[config.mk]
export PLATFORM = sky130hd
export DESIGN_NAME = wb_info_stage_flat
export DESIGN_NICKNAME = d
export VERILOG_FILES = /design/src/rtl/wb_info_stage_if.sv /design/src/rtl/wb_info_stage.sv /design/src/flat_wrapper.sv
export SDC_FILE = /design/constraint.sdc
export NUM_CORES = 1
export LEC_CHECK = 0
export ABC_AREA = 1
export CAP_MARGIN = 20
export CORE_AREA = 2 2 298 300
export DETAILED_ROUTE_END_ITERATION = 16
export DIE_AREA = 0 0 300 302
export MAX_ROUTING_LAYER = met4
export PLACE_DENSITY = 0.38
export REMOVE_ABC_BUFFERS = 1
export SYNTH_ARGS = -nofsm -noshare
export SYNTH_HDL_FRONTEND = slang
export SYNTH_SLANG_ARGS = --single-unit
[constraint.sdc]
create_clock -name Clk -period 4.65 [get_ports Clk]
set_input_delay 0.93 -clock Clk [delete_from_list [all_inputs] [get_ports Clk]]
set_output_delay 0.93 -clock Clk [all_outputs]
set_load 0.005 [all_outputs]
[src/rtl/wb_info_stage_if.sv]
// rtl/wb_info_stage_if.sv - write-info pipeline register bus: stage inputs, registered outputs, forwarding queries
interface wb_info_stage_if #(
  parameter int LANES   = 2,
  parameter int DW      = 32,
  parameter int AW      = 5,
  parameter int TW      = 2,
  parameter int SW      = 3,
  parameter int QUERIES = 2
);
  localparam int NSRC = 2**SW;

  logic                      En;
  logic                      Flush;
  logic [LANES*DW-1:0]       wd_in;
  logic [LANES*AW-1:0]       addr_in;
  logic [LANES*TW-1:0]       tnew_in;
  logic [LANES-1:0]          we_in;
  logic [LANES*SW-1:0]       src_in;
  logic [LANES*NSRC*DW-1:0]  src_data;
  logic [LANES*DW-1:0]       wd;
  logic [LANES*AW-1:0]       addr;
  logic [LANES*TW-1:0]       tnew;
  logic [LANES-1:0]          we;
  logic [LANES*SW-1:0]       src;
  logic [QUERIES*AW-1:0]     q_addr;
  logic [QUERIES-1:0]        q_hit;
  logic [QUERIES*DW-1:0]     q_data;
  logic [QUERIES-1:0]        q_pend;

  modport master (
    output En, Flush, wd_in, addr_in, tnew_in, we_in, src_in, src_data, q_addr,
    input  wd, addr, tnew, we, src, q_hit, q_data, q_pend
  );

  modport slave (
    input  En, Flush, wd_in, addr_in, tnew_in, we_in, src_in, src_data, q_addr,
    output wd, addr, tnew, we, src, q_hit, q_data, q_pend
  );
endinterface

[src/rtl/wb_info_stage.sv]
// rtl/wb_info_stage.sv - multi-lane write-info pipeline register with result resolution and forwarding query
module wb_info_stage #(
  parameter int LANES    = 2,
  parameter int DW       = 32,
  parameter int AW       = 5,
  parameter int TW       = 2,
  parameter int SW       = 3,
  parameter int LINK_SRC = 3,
  parameter int LINK_OFS = 4,
  parameter int QUERIES  = 2
) (
  input  logic              Clk,
  input  logic              Reset,
  wb_info_stage_if.slave    bus
);
  localparam int NSRC = 2**SW;

  logic [LANES*DW-1:0]   r_wd;
  logic [LANES*AW-1:0]   r_addr;
  logic [LANES*TW-1:0]   r_tnew;
  logic [LANES-1:0]      r_we;
  logic [LANES*SW-1:0]   r_src;

  logic [LANES*DW-1:0]   w_wd_nxt;
  logic [LANES*TW-1:0]   w_tnew_nxt;
  logic [LANES-1:0]      w_we_nxt;

  logic [QUERIES-1:0]    w_q_hit;
  logic [QUERIES-1:0]    w_q_pend;
  logic [QUERIES*DW-1:0] w_q_data;

  // A lane whose result becomes ready here (tnew_in==1) picks its data from the selected source.
  always_comb begin
    w_wd_nxt   = bus.wd_in;
    w_tnew_nxt = '0;
    w_we_nxt   = '0;
    for (int k = 0; k < LANES; k++) begin
      w_we_nxt[k] = bus.we_in[k] & (bus.addr_in[k*AW +: AW] != '0);
      w_tnew_nxt[k*TW +: TW] = (bus.tnew_in[k*TW +: TW] == '0) ? '0
                               : bus.tnew_in[k*TW +: TW] - TW'(1);
      if (bus.we_in[k] && (bus.tnew_in[k*TW +: TW] == TW'(1))
          && (bus.src_in[k*SW +: SW] != '0)) begin
        if (bus.src_in[k*SW +: SW] == SW'(LINK_SRC))
          w_wd_nxt[k*DW +: DW] = bus.src_data[(k*NSRC + LINK_SRC)*DW +: DW] + DW'(LINK_OFS);
        else
          w_wd_nxt[k*DW +: DW] = bus.src_data[(k*NSRC + int'(bus.src_in[k*SW +: SW]))*DW +: DW];
      end
    end
  end

  always_ff @(posedge Clk or posedge Reset) begin
    if (Reset) begin
      r_wd   <= '0;
      r_addr <= '0;
      r_tnew <= '0;
      r_we   <= '0;
      r_src  <= '0;
    end else if (bus.Flush) begin
      r_wd   <= '0;
      r_addr <= '0;
      r_tnew <= '0;
      r_we   <= '0;
      r_src  <= '0;
    end else if (bus.En) begin
      r_wd   <= w_wd_nxt;
      r_addr <= bus.addr_in;
      r_tnew <= w_tnew_nxt;
      r_we   <= w_we_nxt;
      r_src  <= bus.src_in;
    end
  end

  // Ascending scan: a later (younger) matching lane overrides any older one, ready or not.
  always_comb begin
    w_q_hit  = '0;
    w_q_pend = '0;
    w_q_data = '0;
    for (int q = 0; q < QUERIES; q++) begin
      for (int k = 0; k < LANES; k++) begin
        if (r_we[k] && (r_addr[k*AW +: AW] == bus.q_addr[q*AW +: AW])
            && (bus.q_addr[q*AW +: AW] != '0)) begin
          w_q_hit[q]           = (r_tnew[k*TW +: TW] == '0);
          w_q_pend[q]          = (r_tnew[k*TW +: TW] != '0);
          w_q_data[q*DW +: DW] = (r_tnew[k*TW +: TW] == '0) ? r_wd[k*DW +: DW] : '0;
        end
      end
    end
  end

  assign bus.wd     = r_wd;
  assign bus.addr   = r_addr;
  assign bus.tnew   = r_tnew;
  assign bus.we     = r_we;
  assign bus.src    = r_src;
  assign bus.q_hit  = w_q_hit;
  assign bus.q_pend = w_q_pend;
  assign bus.q_data = w_q_data;
endmodule

[src/flat_wrapper.sv]
// flat-port wrapper written by rule: the top's interface ports become plain ports
module wb_info_stage_flat 
#(
  parameter int LANES    = 2,
  parameter int DW       = 32,
  parameter int AW       = 5,
  parameter int TW       = 2,
  parameter int SW       = 3,
  parameter int LINK_SRC = 3,
  parameter int LINK_OFS = 4,
  parameter int QUERIES  = 2
)
  (Clk, Reset, bus_En, bus_Flush, bus_wd_in, bus_addr_in, bus_tnew_in, bus_we_in, bus_src_in, bus_src_data, bus_q_addr, bus_wd, bus_addr, bus_tnew, bus_we, bus_src, bus_q_hit, bus_q_data, bus_q_pend);
  wb_info_stage_if #(.LANES(LANES), .DW(DW), .AW(AW), .TW(TW), .SW(SW), .QUERIES(QUERIES)) bus_i ();
  input  logic Clk;
  input  logic Reset;
  input wire logic [$bits(bus_i.En)-1:0] bus_En;
  input wire logic [$bits(bus_i.Flush)-1:0] bus_Flush;
  input wire logic [$bits(bus_i.wd_in)-1:0] bus_wd_in;
  input wire logic [$bits(bus_i.addr_in)-1:0] bus_addr_in;
  input wire logic [$bits(bus_i.tnew_in)-1:0] bus_tnew_in;
  input wire logic [$bits(bus_i.we_in)-1:0] bus_we_in;
  input wire logic [$bits(bus_i.src_in)-1:0] bus_src_in;
  input wire logic [$bits(bus_i.src_data)-1:0] bus_src_data;
  input wire logic [$bits(bus_i.q_addr)-1:0] bus_q_addr;
  output wire logic [$bits(bus_i.wd)-1:0] bus_wd;
  output wire logic [$bits(bus_i.addr)-1:0] bus_addr;
  output wire logic [$bits(bus_i.tnew)-1:0] bus_tnew;
  output wire logic [$bits(bus_i.we)-1:0] bus_we;
  output wire logic [$bits(bus_i.src)-1:0] bus_src;
  output wire logic [$bits(bus_i.q_hit)-1:0] bus_q_hit;
  output wire logic [$bits(bus_i.q_data)-1:0] bus_q_data;
  output wire logic [$bits(bus_i.q_pend)-1:0] bus_q_pend;
  assign bus_i.En = bus_En;
  assign bus_i.Flush = bus_Flush;
  assign bus_i.wd_in = bus_wd_in;
  assign bus_i.addr_in = bus_addr_in;
  assign bus_i.tnew_in = bus_tnew_in;
  assign bus_i.we_in = bus_we_in;
  assign bus_i.src_in = bus_src_in;
  assign bus_i.src_data = bus_src_data;
  assign bus_i.q_addr = bus_q_addr;
  assign bus_wd = bus_i.wd;
  assign bus_addr = bus_i.addr;
  assign bus_tnew = bus_i.tnew;
  assign bus_we = bus_i.we;
  assign bus_src = bus_i.src;
  assign bus_q_hit = bus_i.q_hit;
  assign bus_q_data = bus_i.q_data;
  assign bus_q_pend = bus_i.q_pend;
  wb_info_stage #(.LANES(LANES), .DW(DW), .AW(AW), .TW(TW), .SW(SW), .LINK_SRC(LINK_SRC), .LINK_OFS(LINK_OFS), .QUERIES(QUERIES)) u_core (.Clk(Clk), .Reset(Reset), .bus(bus_i));
endmodule
== Word-level counts from Yosys, hierarchy flattened ==
Index checks and enable logic that the tools add are counted.
Operators by class
  reductions and logical operators: 25
  bitwise logic cells: 2
  multiplexer cells: 30
  shift-type cells: 2
  add/subtract/negate cells: 5
  equality and inequality tests: 8
  $mul: 0
  div/mod/pow operators: 0
  $lt $le $gt $ge: 0
Operators with widths (count)
  $shiftx A512 B32 Y32: 1
  $shiftx A512 B9 Y32: 1
  $mux W32: 10
  $mux W64: 2
  $add A32 B3 Y32 const B: 2
  $eq A5 B5 Y1: 4
  $mux W10: 2
  $reduce_bool A5 Y1: 4
  $logic_and A1 B1 Y1: 12
  $mux W6: 2
  $logic_not A2 Y1: 4
  $mux W1: 8
  $mux W2: 4
  $mux W4: 2
  $eq A3 B2 Y1 const B: 2
  $reduce_bool A2 Y1: 3
  $reduce_bool A3 Y1: 2
  $add A4 B3 Y5 const A: 1
  $eq A2 B1 Y1 const B: 2
  $sub A2 B1 Y2 const B: 2
  $and A1 B1 Y1: 2
Word-level totals
  memory bits (read-only): 0
  output and inout port bits: 154
  RAM bits: 0
  input port bits: 612
  bits in latches: 0
  word-level logic and storage cells: 77
  memories: 0
  flip-flop bits (word level): 86

== Depth between registers and ports, before layout ==
  depth after elaboration: 6
  depth in mapped cells: 13
  depth with buffers taken out: 13

== Worst setup path after synthesis ==
Ideal clock, no wire load.
  path kind: input-to-output
  from: input port bus_q_addr[9]
  to: output port bus_q_data[57]
  stages: 9
  data arrival time: 1.957 ns
  setup slack: 1.763 ns
  data required time: 3.720 ns
  buffers on the path: 2
  path through: nor3_1 nand3_1 o211a_1 nand2_2 inv_2 buf_2 buf_4 nand3_1 o21ai_0
On the way
  word-level cells in the longest chain between the ends: 5
  elaborated cells between the ends (all ways): 9
  classes of those cells: 2 x eq/ne; 2 x mux; 5 x reduce/logical
RTL lines
  start: declaration: line flat_wrapper.sv:25  | input wire logic [$bits(bus_i.q_addr)-1:0] bus_q_addr;
  $eq A5 B5 Y1: line wb_info_stage.sv:80  | if (r_we[k] && (r_addr[k*AW +: AW] == bus.q_addr[q*AW +: AW])
  $logic_and A1 B1 Y1: line wb_info_stage.sv:80
  $logic_and A1 B1 Y1: line wb_info_stage.sv:81  | && (bus.q_addr[q*AW +: AW] != '0)) begin
  $mux W32: line wb_info_stage.sv:80
  $mux W32 (*): line wb_info_stage.sv:80
  end: declaration: line flat_wrapper.sv:32  | output wire logic [$bits(bus_i.q_data)-1:0] bus_q_data;
Every way passes the cells marked *; elsewhere a longest branch is shown, timed or not.

== Final worst setup path ==
  from: input port bus_q_addr[2]
  to: output port bus_q_data[28]
Same word-level chain as after synthesis.

==> reports/metrics.csv <==
stage,metric,value,unit
worst_setup_path,Crit Path Class,in -> out,
clocking,CTS tree,built,
floorplanning,die area,90600,um^2
finish,Final Instance Area,21200,um^2
clocking,Bufs on Longest Clock Path,2,
placement,gpl congestion,0.869,
drt,# DRC,0,
sta,period utilization,93.4,%
sta,Slew @ Worst Pin,938,ps
drt,Via-to-Cell Ratio,4.27,
floorplanning,Core Rows,109,
drt,post-route antenna net violation count,0,
synth,Cell variety after synth,45,
global_routing,GR Overflow Total,0,
synth,Post-Synthesis Cells,2340,
power,VDD IR max,0.000135,V
finish,share of post-route cells with drive strength above 1,3.35,%
floorplanning,Die Wd,300,um
finish,register area,2150,um^2
clocking,worst skew pair latency,380,ps
synth,Yosys reg bits,86,
synth,Synth area leader,nand2_1,
synth,top post-synthesis cells by area,"nand2_1 (29%), dfrtp_1 (18%), nand3_1 (17%), nor2_1 (7.8%), o21ai_0 (5.9%)",
synth,Synth async-reset ratio,100,%
worst_setup_path,slowest stage cell on the critical path,clkdlybuf4s50_1,
global_routing,first-pass GRT wire length,128,mm
synth,post-synth top area share,29.4,%
worst_setup_path,cell family with most CP delay,buffers and inverters,
run_status,status,"finished, final reports clean",
worst_setup_path,crit-path max FO,25,
sta,Final min period,4340,ps
clocking,CTS root buffer,clkbuf_16,
sta,Final Hold Fails,0,
floorplanning,Ports,766,
global_routing,gr usage total,19.9,%
finish,most frequent cells in the layout,"nand2_1 (943), clkdlybuf4s50_1 (761), nand3_1 (400)",
worst_setup_path,Crit path largest cell delay,550,ps
finish,Filler cells,10113,
synth,"Seq/Total Area, Yosys",17.9,%
floorplanning,core footprint,87600,um^2
clocking,CTS resizes,0,
global_routing,initial antenna violation count,7,
clocking,CTS buffer count,9,
drt,vias post-DR,17858,
floorplanning,Chip Height,302,um
power,PwrDens,150,nW/um^2
drt,first-pass iteration count of the detailed router,5,
floorplanning,Initial Utilization,13.8,%
clocking,Post-CTS Setup Inserts,0,
power,total power,3.19,mW
drt,DR WL/cell,21.8,um
sta,unrepaired setup endpoints after global routing,no,
worst_setup_path,worst path cell trace,"clkdlybuf4s50_1, nor3_1, nand3_1, and2_1, nand2_1, nand3_2, buf_4, o21ai_0, clkdlybuf4s50_1",
placement,Placed Instances,4162,
finish,"commonest non-fill, non-tap cell in the layout",nand2_1,
clocking,clock sinks,86,
synth,Main synth FF type,dfrtp_1,
clocking,H-Tree Depth,3,
worst_setup_path,Critical Path Sink Type,output pin,
sta,final setup fails,0,
global_routing,number of global-route vias before repair,17854,
sta,clk_skew,0,ps
placement,Buffers on Ports,765,
placement,dpl hpwl,75.3,mm
global_routing,pin count of the biggest net entering global routing,116,
clocking,hold buffer count at cts,0,
drt,Initial DRC Count,1230,
worst_setup_path,Buf/Inv on CP,3,
finish,Area Growth Syn to Fin,76.1,%
finish,area of the multi-input gates,8650,um^2
sta,final setup TNS,0,ps
synth,"Cell Area, Synth",12100,um^2
finish,Finished Layout Cells,4187,
power,P_leak,8.85,nW
finish,nets,3622,
worst_setup_path,Worst EP required,3720,ps
worst_setup_path,CP arrival,3410,ps
drt,WL final,91.2,mm
clocking,"CTS clk-pin slew, worst paths",70,ps
sta,maximum clock rate,230,MHz
job,Max Cap Viol,0,
synth,synth warn,0,
worst_setup_path,crit-path most repeated cell,clkdlybuf4s50_1,
worst_setup_path,startpoint types,primary input,
sta,max-slew violations,0,
placement,"Cell Area, Placed",20900,um^2
hold_path,Hold Path Class,reg -> reg,
synth,"EDFF count, synth",0,
synth,average size of a mapped cell,5.15,um^2
sta,slew margin rel.,37.5,%
## power breakdown
part           internal, mW  switching (mW)  leakage, nW  total (mW)
Combinational         0.770           0.728         7.58        1.50
Clock                 0.418           0.374        0.135       0.792
Sequential            0.793           0.105         1.14       0.898
Total                  1.98            1.21         8.85        3.19
## tightest hold or removal path, delay by kind of cell (launching register included)
| kind | cells | cell delay (ps) |
|---|---|---|
| AO/OA/AOI/OAI | 1 | 60 |
| flip-flops | 1 | 350 |
| AND/OR/NAND/NOR | 1 | 50 |
## cell families after synthesis
group                    share of synthesized area, %
AND/OR/NAND/NOR                                  57.1
AO/OA/AOI/OAI                                    13.0
adder cells (fa/ha/maj)                         0.208
flip-flops                                       17.9
buffers and inverters                            10.6
XOR/XNOR                                         1.24
## state kept, by name (all words and copies together) (netlist names)
| name | count |
|---|---|
| u_core.bus.we | 2 |
| u_core.bus.src | 6 |
| u_core.bus.addr | 10 |
| u_core.bus.wd | 64 |
| u_core.bus.tnew | 4 |
## metrics by stage
stage | utilization, % | hold WS [ps] | setup WS, ps
final | 24.2 | 493 | 306
after global routing | 24.2 | 524 | 76.0
after CTS | 24.2 | 500 | 277
after detailed placement | 23.9 | 481 | 282
after global placement | 23.9 | 470 | 272
after floorplan | - | 476 | 611
## routing by layer
| layer | vias up | GRT usage, % | wire length [um] |
|---|---|---|---|
| li1 | 8905 | - | - |
| met1 | 8373 | 26.5 | 42600 |
| met2 | 525 | 32.3 | 43000 |
| met3 | 55 | 2.89 | 4220 |
| met4 | 0 | 3.62 | 1440 |
| met5 | - | - | 0 |
## cell usage after synthesis (6+ instances only)
cell type  number
buf_2          69
nor2_2          8
inv_1         138
buf_4           7
nor2_1        251
nor3_1          6
xnor2_1        11
nand3b_1        9
o211ai_1       25
dfrtp_1        86
xor2_1          6
clkbuf_1       61
buf_1          10
and2_1          7
inv_2          11
o21ai_0       143
o21ai_1        30
nand2_1       943
nand3_1       400
nand4_1        14
o22ai_1        18
a21oi_1        48
## layout make-up
type	count	share of cell area, %
Clock buffer	9	1.06
Clock inverter	6	0.330
Sequential cell	86	10.1
Tap cell	1165	6.87
Timing Repair Buffer	809	38.0
Inverter	150	2.69
Multi-Input combinational cell	1952	40.8
Antenna cell	10	0.118
## path summary, 6_finish.rpt
path	start	to	slack [ps]	cells after the start
worst max-delay path	bus_q_addr[2]	bus_q_data[28]	310	9
worst min-delay path	u_core.bus.src[3]$_DFFE_PP0P_	u_core.bus.src[3]$_DFFE_PP0P_	490	2
worst max register to register	u_core.bus.wd[22]$_DFFE_PP0P_	u_core.bus.wd[22]$_DFFE_PP0P_	3630	2
worst min register to register	u_core.bus.src[3]$_DFFE_PP0P_	u_core.bus.src[3]$_DFFE_PP0P_	490	2
max in group asynchronous	Reset	u_core.bus.wd[42]$_DFFE_PP0P_	2950	3
min in group asynchronous	Reset	u_core.bus.wd[3]$_DFFE_PP0P_	940	2
(Power assumes the default switching activity.)
